===== config.mk =====
export PLATFORM = sky130hd
export DESIGN_NAME = cpu_exec_unit
export DESIGN_NICKNAME = d
export VERILOG_FILES = /design/src/rtl/cpu_exec_unit.sv
export SDC_FILE = /design/constraint.sdc
export NUM_CORES = 1
export LEC_CHECK = 0
export BUFFER_PORTS_ARGS = -buffer_cell sky130_fd_sc_hd__buf_2
export CAP_MARGIN = 25
export CORE_MARGIN = 2
export CORE_UTILIZATION = 30
export CTS_BUF_LIST = sky130_fd_sc_hd__clkbuf_4 sky130_fd_sc_hd__clkbuf_8 sky130_fd_sc_hd__clkbuf_16
export CTS_CLUSTER_DIAMETER = 60
export DETAILED_ROUTE_END_ITERATION = 7
export GPL_TIMING_DRIVEN = 0
export PLACE_DENSITY = 0.54
export SYNTH_ARGS = -nofsm -noshare
export SYNTH_HDL_FRONTEND = slang
export SYNTH_SLANG_ARGS = --single-unit

===== constraint.sdc =====
create_clock -name clk -period 4.5 [get_ports clk]
set_input_delay 0.45 -clock clk [delete_from_list [all_inputs] [get_ports clk]]
set_output_delay 0.45 -clock clk [all_outputs]
set_load 0.02 [all_outputs]

===== src/rtl/cpu_exec_unit.sv =====
// Execution unit of the 16-bit CPU: multi-cycle ALU, program counter and stack pointer.
// Define CPU_EXEC_DIVIDER_EN to build the DIV/MOD restoring divider.
module cpu_exec_unit #(
  parameter logic [15:0] SP_TOP   = 16'h01FF,
  parameter logic [15:0] SP_FLOOR = 16'h0100
) (
  input  logic        clk,
  input  logic        rst,
  input  logic        start,
  input  logic        mov_enable,
  input  logic [5:0]  op_code,
  input  logic [15:0] a,
  input  logic [15:0] b,
  output logic [15:0] result,
  output logic [15:0] remainder,
  output logic        busy,
  output logic        overflow_flag,
  output logic        carry_flag,
  output logic        negative_flag,
  output logic        zero_flag,
  input  logic        push,
  input  logic        pop,
  output logic [15:0] sp_out,
  input  logic        save_address_from_instr_mem,
  input  logic        save_address_from_data_mem,
  input  logic        save_address_from_counter,
  input  logic        increm_pc,
  input  logic [15:0] address_from_instr_mem,
  input  logic [15:0] address_from_data_mem,
  input  logic [15:0] address_from_counter_pc,
  output logic [15:0] pc_out,
  output logic [15:0] pc_out_for_mem
);

  localparam int unsigned W     = 16;
  localparam int unsigned CNT_W = 4;

  localparam logic [5:0] OP_ADD = 6'h01;
  localparam logic [5:0] OP_SUB = 6'h02;
  localparam logic [5:0] OP_MUL = 6'h03;
  localparam logic [5:0] OP_DIV = 6'h04;
  localparam logic [5:0] OP_MOD = 6'h05;
  localparam logic [5:0] OP_AND = 6'h06;
  localparam logic [5:0] OP_OR  = 6'h07;
  localparam logic [5:0] OP_XOR = 6'h08;
  localparam logic [5:0] OP_NOT = 6'h09;
  localparam logic [5:0] OP_LSL = 6'h0A;
  localparam logic [5:0] OP_LSR = 6'h0B;
  localparam logic [5:0] OP_INC = 6'h0C;
  localparam logic [5:0] OP_DEC = 6'h0D;
  localparam logic [5:0] OP_CMP = 6'h0E;
  localparam logic [5:0] OP_TST = 6'h0F;
  localparam logic [5:0] OP_MOV = 6'h10;

  typedef enum logic [1:0] {S_IDLE, S_MUL, S_DIV} state_t;

  state_t           state;
  logic [CNT_W-1:0] iter_cnt;
  logic [W-1:0]     acc_hi;   // mul: product high half; div: partial remainder
  logic [W-1:0]     acc_lo;   // mul: multiplier / product low half; div: dividend / quotient
  logic [W-1:0]     opnd;     // multiplicand or divisor

  // Single-cycle datapath
  logic [W:0]   add_ext, sub_ext, inc_ext, dec_ext, lsl_ext, lsr_ext;
  logic         add_v, sub_v, inc_v, dec_v;
  logic         sc_valid, sc_wr_res, sc_rem_clr, sc_v, sc_c;
  logic [W-1:0] sc_val;
  logic         start_mul, start_div;

  assign add_ext = {1'b0, b} + {1'b0, a};
  assign sub_ext = {1'b0, b} - {1'b0, a};
  assign inc_ext = {1'b0, b} + (W+1)'(1);
  assign dec_ext = {1'b0, b} - (W+1)'(1);
  assign lsl_ext = {1'b0, b} << a[3:0];
  assign lsr_ext = {b, 1'b0} >> a[3:0];
  assign add_v   = (b[W-1] == a[W-1]) && (add_ext[W-1] != b[W-1]);
  assign sub_v   = (b[W-1] != a[W-1]) && (sub_ext[W-1] != b[W-1]);
  assign inc_v   = !b[W-1] && inc_ext[W-1];
  assign dec_v   = b[W-1] && !dec_ext[W-1];

  always_comb begin
    sc_valid   = 1'b0;
    sc_wr_res  = 1'b1;
    sc_rem_clr = 1'b0;
    sc_val     = '0;
    sc_v       = 1'b0;
    sc_c       = 1'b0;
    start_mul  = 1'b0;
    start_div  = 1'b0;
    case (op_code)
      OP_ADD: begin sc_valid = 1'b1; sc_val = add_ext[W-1:0]; sc_c = add_ext[W]; sc_v = add_v; end
      OP_SUB: begin sc_valid = 1'b1; sc_val = sub_ext[W-1:0]; sc_c = sub_ext[W]; sc_v = sub_v; end
      OP_CMP: begin
        sc_valid = 1'b1; sc_wr_res = 1'b0;
        sc_val = sub_ext[W-1:0]; sc_c = sub_ext[W]; sc_v = sub_v;
      end
      OP_MUL: start_mul = 1'b1;
`ifdef CPU_EXEC_DIVIDER_EN
      OP_DIV, OP_MOD: start_div = 1'b1;
`else
      OP_DIV, OP_MOD: begin sc_valid = 1'b1; sc_rem_clr = 1'b1; sc_v = 1'b1; end
`endif
      OP_AND: begin sc_valid = 1'b1; sc_val = b & a; end
      OP_TST: begin sc_valid = 1'b1; sc_wr_res = 1'b0; sc_val = b & a; end
      OP_OR:  begin sc_valid = 1'b1; sc_val = b | a; end
      OP_XOR: begin sc_valid = 1'b1; sc_val = b ^ a; end
      OP_NOT: begin sc_valid = 1'b1; sc_val = ~b; end
      OP_LSL: begin sc_valid = 1'b1; sc_val = lsl_ext[W-1:0]; sc_c = lsl_ext[W]; end
      OP_LSR: begin sc_valid = 1'b1; sc_val = lsr_ext[W:1]; sc_c = lsr_ext[0]; end
      OP_INC: begin sc_valid = 1'b1; sc_val = inc_ext[W-1:0]; sc_c = inc_ext[W]; sc_v = inc_v; end
      OP_DEC: begin sc_valid = 1'b1; sc_val = dec_ext[W-1:0]; sc_c = dec_ext[W]; sc_v = dec_v; end
      OP_MOV: begin sc_valid = mov_enable; sc_val = a; end
      default: ;
    endcase
  end

  // Shift-add multiplier step: add multiplicand on lsb, shift product right
  logic [W:0]   mul_sum;
  logic [W-1:0] mul_hi_nx, mul_lo_nx;

  assign mul_sum   = {1'b0, acc_hi} + (acc_lo[0] ? {1'b0, opnd} : '0);
  assign mul_hi_nx = mul_sum[W:1];
  assign mul_lo_nx = {mul_sum[0], acc_lo[W-1:1]};

`ifdef CPU_EXEC_DIVIDER_EN
  // Restoring divider step; a zero divisor freezes the dividend so it can be returned
  logic         is_mod;
  logic [W:0]   div_sh, div_diff;
  logic         div_ge, div_zero;
  logic [W-1:0] div_hi_nx, div_lo_nx, div_res;

  assign div_sh    = {acc_hi, acc_lo[W-1]};
  assign div_diff  = div_sh - {1'b0, opnd};
  assign div_ge    = ~div_diff[W];
  assign div_zero  = (opnd == '0);
  assign div_hi_nx = div_ge ? div_diff[W-1:0] : div_sh[W-1:0];
  assign div_lo_nx = {acc_lo[W-2:0], div_ge};
  assign div_res   = div_zero ? '1 : (is_mod ? div_hi_nx : div_lo_nx);
`endif

  // ALU FSM
  always_ff @(posedge clk) begin
    if (!rst) begin
      state         <= S_IDLE;
      iter_cnt      <= '0;
      acc_hi        <= '0;
      acc_lo        <= '0;
      opnd          <= '0;
      busy          <= 1'b0;
      result        <= '0;
      remainder     <= '0;
      overflow_flag <= 1'b0;
      carry_flag    <= 1'b0;
      negative_flag <= 1'b0;
      zero_flag     <= 1'b0;
`ifdef CPU_EXEC_DIVIDER_EN
      is_mod        <= 1'b0;
`endif
    end else begin
      case (state)
        S_IDLE: begin
          if (start) begin
            if (start_mul || start_div) begin
              state    <= start_mul ? S_MUL : S_DIV;
              busy     <= 1'b1;
              iter_cnt <= '0;
              acc_hi   <= '0;
              acc_lo   <= b;
              opnd     <= a;
`ifdef CPU_EXEC_DIVIDER_EN
              is_mod   <= (op_code == OP_MOD);
`endif
            end else if (sc_valid) begin
              if (sc_wr_res)  result    <= sc_val;
              if (sc_rem_clr) remainder <= '0;
              overflow_flag <= sc_v;
              carry_flag    <= sc_c;
              negative_flag <= sc_val[W-1];
              zero_flag     <= (sc_val == '0);
            end
          end
        end
        S_MUL: begin
          acc_hi   <= mul_hi_nx;
          acc_lo   <= mul_lo_nx;
          iter_cnt <= iter_cnt + CNT_W'(1);
          if (iter_cnt == '1) begin
            state         <= S_IDLE;
            busy          <= 1'b0;
            result        <= mul_lo_nx;
            overflow_flag <= 1'b0;
            carry_flag    <= |mul_hi_nx;
            negative_flag <= mul_lo_nx[W-1];
            zero_flag     <= (mul_lo_nx == '0);
          end
        end
`ifdef CPU_EXEC_DIVIDER_EN
        S_DIV: begin
          if (!div_zero) begin
            acc_hi <= div_hi_nx;
            acc_lo <= div_lo_nx;
          end
          iter_cnt <= iter_cnt + CNT_W'(1);
          if (iter_cnt == '1) begin
            state         <= S_IDLE;
            busy          <= 1'b0;
            result        <= div_res;
            remainder     <= div_zero ? acc_lo : div_hi_nx;
            overflow_flag <= div_zero;
            carry_flag    <= 1'b0;
            negative_flag <= div_res[W-1];
            zero_flag     <= (div_res == '0);
          end
        end
`endif
        default: begin
          state <= S_IDLE;
          busy  <= 1'b0;
        end
      endcase
    end
  end

  // Program counter; a jump also captures the return address
  always_ff @(posedge clk) begin
    if (!rst) begin
      pc_out         <= '0;
      pc_out_for_mem <= '0;
    end else if (save_address_from_instr_mem) begin
      pc_out         <= address_from_instr_mem;
      pc_out_for_mem <= pc_out + W'(1);
    end else if (save_address_from_data_mem) begin
      pc_out <= address_from_data_mem;
    end else if (save_address_from_counter) begin
      pc_out <= address_from_counter_pc;
    end else if (increm_pc) begin
      pc_out <= pc_out + W'(1);
    end
  end

  // Stack pointer, saturating at both ends of the stack window
  always_ff @(posedge clk) begin
    if (!rst) begin
      sp_out <= SP_TOP;
    end else if (push && !pop && (sp_out != SP_FLOOR)) begin
      sp_out <= sp_out - W'(1);
    end else if (pop && !push && (sp_out != SP_TOP)) begin
      sp_out <= sp_out + W'(1);
    end
  end

endmodule


# [Yosys cells after proc, flatten, opt, wreduce, memory -nomap -nowiden]
# Index checks and enable logic that the tools add are counted.
# Widths: inputs -> output; s select.
[word_totals] regBits=123 inputBits=96 out_inout_bits=85
[classes] n_addsub=9 n_eq_ne=30 shifts=2 muxes=54 bitwise_logic=4 reduce_logical=29
[op_table] operator="$mux 16" count=16
[op_table] operator="$pmux 16 s11" count=1
[op_table] operator="$pmux 16 s2" count=3
[op_table] operator="$eq 6x4->1 const B" count=8
[op_table] operator="$add 16x16->17" count=2
[op_table] operator="$add 16x1->16 const B" count=2
[op_table] operator="$logic_not 16->1" count=2
[op_table] operator="$ne 16x9->1 const B" count=2
[op_table] operator="$eq 6x3->1 const B" count=4
[op_table] operator="$mux 1" count=19
[op_table] operator="$add 16x1->17 const B" count=1
[op_table] operator="$shl 16x4->17" count=1
[op_table] operator="$shr 17x4->17" count=1
[op_table] operator="$sub 16x1->17 const B" count=1
[op_table] operator="$sub 16x16->17" count=1
[op_table] operator="$and 16x16->16" count=1
[op_table] operator="$not 16->16" count=1
[op_table] operator="$or 16x16->16" count=1
[op_table] operator="$reduce_or 16->1" count=1
[op_table] operator="$sub 16x1->16 const B" count=1
[op_table] operator="$xor 16x16->16" count=1
[op_table] operator="$reduce_or 14->1" count=1
[op_table] operator="$eq 6x2->1 const B" count=2
[op_table] operator="$ne 2x2->1 const B" count=6
[op_table] operator="23 further kinds" count=49

# [Longest topological paths before layout]
[depth] depth_word=8 depth_mapped=16

# [Worst setup path after synthesis]
# Ideal clock, no wire load.
[synth_path] path_kind="reg-to-reg" startpoint="register sp_out[0]" endpoint="register sp_out[14]" t_arrival_ps=4122 setup_slack_ps=316 stages_incl_launch_ff=17 path_cell_list="dfxtp_1 nor4_1 nand2_1 nor2_1 nor3b_1 inv_1 fa_1 nor2b_1 o21a_1 o21ai_0 a21oi_1 o2111ai_1 a31oi_1 a21o_1 a21oi_1 or4b_2 nand3_1"
[synth_via] elab_chain_len=3 elab_cells_between_ends=9 cone_classes="add/sub (2); eq/ne (2); mux (2); reduce/logical (3)"
[synth_lines] element="from (decl)" line_no="23" text="output logic [15:0] sp_out,"
[synth_lines] element="from (signal assigned)" line_no="246" text="sp_out <= sp_out - W'(1);"
[synth_lines] element="from (signal assigned)" line_no="248" text="sp_out <= sp_out + W'(1);"
[synth_lines] element="$add 16x1->16 (tied with other cells)" line_no="248"
[synth_lines] element="$mux 16 (tied with other cells)" line_no="247" text="end else if (pop && !push && (sp_out != SP_TOP)) begin"
[synth_lines] element="$mux 16 / $reduce_bool 2->1 (equally long branches)"
# Several ways; a longest one is shown, not always the timed one. The select of a mux whose other input is x is not followed.
# A chain may end at the register's enable or synchronous reset.

# [Worst setup path in the final report]
[layout_path] startpoint="input port a[2]" endpoint="register zero_flag"
[layout_via] elab_chain_len=7 elab_cells_between_ends=13 cone_classes="add/sub (2); shift (2); mux (5); bitwise (3); reduce/logical (1)"
[layout_lines] element="from (decl)" line_no="12" text="input logic [15:0] a,"
[layout_lines] element="$sub 16x16->17 (tied with other cells)" line_no="71" text="assign sub_ext = {1'b0, b} - {1'b0, a};"
[layout_lines] element="$pmux 16 s11 (*)" line_no="90" text="case (op_code)"
[layout_lines] element="$logic_not 16->1 (*)" line_no="179" text="zero_flag <= (sc_val == '0);"
[layout_lines] element="$mux 1 (*)" line_no="173" text="end else if (sc_valid) begin"
[layout_lines] element="$mux 1 (*)" line_no="163" text="if (start_mul || start_div) begin"
[layout_lines] element="$mux 1 (*)" line_no="162" text="if (start) begin"
[layout_lines] element="$pmux 1 s2 (*)" line_no="160" text="case (state)"
[layout_lines] element="to (signal assigned)" line_no="179"
[layout_lines] element="to (signal assigned)" line_no="194" text="zero_flag <= (mul_lo_nx == '0);"
[layout_lines] element="to (decl)" line_no="20" text="output logic zero_flag,"
# Every way passes the cells marked *; elsewhere a longest branch is shown, timed or not. The select of a mux whose other input is x is not followed.

==> results by group <==
Outcome
  – Status: complete, no violations

Synthesis
  – Count leader, synth: nand2_1
  – Synth top area cells: dfxtp_1 20%, ha_1 8.9%, nand2_1 4.8%, nor2_1 4.4%, a21oi_1 4.2%
  – Commonest cells post-synth: 157 x nand2_1, 143 x nor2_1, 121 x dfxtp_1
  – Top_reg_cell synth: dfxtp_1
  – Mapped Area: about 12000 µm²
  – Cell taking the most area after synthesis: dfxtp_1
  – Cells after Synth: 1639
  – Seq cells post-synth: around 120
  – Synth Area per Inst: 7.51 µm²
  – Post-synth top area share: roughly a fifth
  – EDFF count, synth: 0
  – Yosys synthesis warning count: 0
  – Post-synthesis cell type count: 89
  – Ys async rst share: 0%
  – Register area share after synthesis: 19.7%

Place
  – Buffers on Ports: roughly 160
  – Gp weighted congestion: 0.970
  – Post-DP Area: 13800 µm²
  – HPWL after DPL: 41.3 mm

Clock network
  – CTS buffer count: 17
  – Hold-fix buffers, CTS: 0
  – Clk sink count: 121
  – Clock Tree Buf Depth: 2
  – Later-pin clock latency in the skew report: 0.42 ns
  – CTS tree: done
  – Clock transition at path regs: about 0.060 ns
  – H-tree Lvls: 4
  – Root Buffer: clkbuf_16
  – Post-CTS Setup Inserts: 0

Timing
  – Hold slack: 0.374 ns
  – Period utilisation layout: 96.8%
  – Final Hold Fails: 0
  – # setup viols final: 0
  – Setup repair after global routing missed its margin: false
  – Slew Viols, Final: 0
  – Clock skew: about 0.0096 ns
  – Setup TNS: 0 ns
  – Slew headroom: 32.3%
  – Final min period: 4.36 ns
  – Max Clk Rate: 230 MHz
  – Slew @ Worst Pin: between 1 and 1.5 ns

Critical path
  – Startpoint types: input pin
  – Crit-path leading delay family: simple AND/OR/NAND/NOR gates
  – Worst r2r dst: carry_flag$_SDFFE_PN0P_
  – Critical Path Fanout Max: 11
  – CP startpoint: a[2]
  – Flop-to-flop setup slack: 0.43 ns
  – Critical path arrival: 4.68 ns
  – Critical Path End Type: register
  – R2R Path Start: acc_lo[0]$_SDFFE_PN0P_
  – WP depth: 15
  – Cell chain of the critical path: buf_2, buf_2, clkinvlp_4, clkbuf_2, ha_2, inv_1, a21oi_1, o221a_2, o2111ai_1, or4_1, nor2_1, nand4b_1, or4_1, or4_1, o32ai_1
  – Critical Path RT: 4.82 ns
  – Slowest cell on crit path: or4_1
  – Kind of critical path: input pin to register
  – R2R cell count: 13
  – CP endpoint: zero_flag$_SDFFE_PN0P_
  – Max stage delay on crit path: 0.63 ns
  – Crit path buf inv count: 5
  – Cell mode on critical path: or4_1

Cells and area
  – Share of layout cells above drive strength 1: between 15 and 20%
  – Final #Nets: 2020
  – Layout area overhead: 17.7%
  – Fin area: 14500 µm²
  – Antenna cells: 0

Floorplanning
  – Die ar.: ~43000 µm²
  – Die Ht: 207 µm
  – Cell Rows: between 70 and 80
  – Die X: between 200 and 250 µm
  – Core ar.: roughly 40000 µm²
  – Initial Util: 30.3%
  – Num ports: 181

Power and ir drop
  – Worst VDD drop: 0.000287 V
  – Sw frac: 34.3%
  – Leakage power: 6.12 nW
  – Clk network pwr share: 38.0%
  – P_sw: around 1.3 mW
  – Power density cells: between 200 and 300 nW/µm²
  – Int Power: between 2 and 2.5 mW
  – Combinational Power Share: about 30%
  – Sequential power share: 31.7%
  – Final Power: 3.72 mW

Hold path
  – Worst hold path class: input pin to register

GRT
  – Initial antenna violation count: 0
  – First-pass GRT wire length: 76.3 mm
  – Tot GR Track Use: between 20% and 30%
  – Overflow after GRT: 0
  – Vias in the first global route: 12500
  – Maximum number of pins on one net before global-route repair: 17

Drt
  – Wire per inst: about 22 µm
  – DRT iter0 DRCs: 1242
  – DR pass1 iterations: 5
  – Detail Route Antenna Nets: 0
  – DRC Markers: 0
  – Detail-routed via count per cell: 5.66
  – Via count: ~13000
  – WL final: ~51 mm

Job
  – Max-cap viol count: 0
## cell families (layout without fill, tap and decap cells)
family | after synthesis | count (layout) | synth area share (%)
other cells | 1 | 16 | 0.0305
fa+ha+maj | 92 | 92 | 9.59
xor+xnor | 57 | 57 | 4.05
mux | 68 | 68 | 7.63
compound gates | 460 | 460 | 25.3
simple gates | 639 | 639 | 26.3
buf+inv | 201 | 392 | 7.39
flops | 121 | 121 | 19.7
## power by group through the flow
stage	clock [mW]	sequential, mW	combinational (mW)
after CTS	1.43	1.18	1.10
after detailed placement	0	1.20	1.09
after global routing	1.49	1.19	1.22
after global placement	0	1.20	1.09
final	1.41	1.18	1.13
after floorplan	0	1.25	0.680
## sequential cells by signal (all words and copies together) (netlist names)
signal,count
acc_hi,16
acc_lo,16
opnd,16
pc_out,16
pc_out_for_mem,16
result,16
sp_out,16
iter_cnt,4
busy,1
carry_flag,1
negative_flag,1
overflow_flag,1
zero_flag,1
## worst min-delay path by stage
stage / from / to / slack (ns) / cells past startpoint
after floorplan: acc_hi[12]$_SDFFE_PN0P_ / acc_hi[12]$_SDFFE_PN0P_ / 0.45 / 2
after global placement: result[8]$_SDFFE_PN0P_ / result[8]$_SDFFE_PN0P_ / 0.45 / 2
after detailed placement: result[0]$_SDFFE_PN0P_ / result[0]$_SDFFE_PN0P_ / 0.45 / 2
after CTS: address_from_instr_mem[13] / pc_out[13]$_SDFFE_PN0P_ / 0.36 / 3
after global routing: address_from_instr_mem[7] / pc_out[7]$_SDFFE_PN0P_ / 0.41 / 3
final: address_from_instr_mem[13] / pc_out[13]$_SDFFE_PN0P_ / 0.37 / 3
## stage by stage
stage | util (%) | setup slack [ns] | std cells
global placement | 34.0 | -1.06 | 2343
global route | 35.7 | 0.0125 | 2377
floorplan | - | 0.316 | 1654
CTS | 35.6 | 0.0144 | 2378
finish | 35.7 | 0.145 | 2377
detailed placement | 34.1 | -1.09 | 2346
## cell usage in the layout (no fill, tap or decap), types with 42 or more instances in the layout
cell / netlist / layout
a21oi_1: 103 / 103
and2_1: 46 / 46
buf_2: 21 / 179
clkbuf_1: 85 / 83
dfxtp_1: 121 / 121
ha_1: 88 / 87
inv_1: 55 / 55
nand2_1: 157 / 157
nand3_1: 49 / 49
nor2_1: 143 / 143
o21ai_0: 88 / 87
xnor2_1: 42 / 42
## metal layers
layer / GRT usage (%) / up-vias / routed length [µm]
met4: 8.95 / 0 / 1920
met1: 31.6 / 6465 / 22600
li1: - / 6351 / -
met3: 3.59 / 106 / 3350
met5: 0 / - / 0
met2: 37.3 / 530 / 23300
## tightest hold or removal path, cell delays in order
cell	delay (ns)
buf_2	0.08
o21ai_0	0.08
o21ai_0	0.15
## timing repair
item	CTS	global route
endpoints found under the setup margin	4	4
gates cloned	0	0
gates resized for setup	5	9
## area by class of cell
cell class	instances	area, µm²
sequential	121	2420
tap	532	666
multi-input combinational	1332	9080
clock inverter	13	151
timing repair buffer	160	806
inverter	60	229
buffer	140	682
fill	4323	26200
clock buffer	19	453
Power figures use the tool's default switching activity.
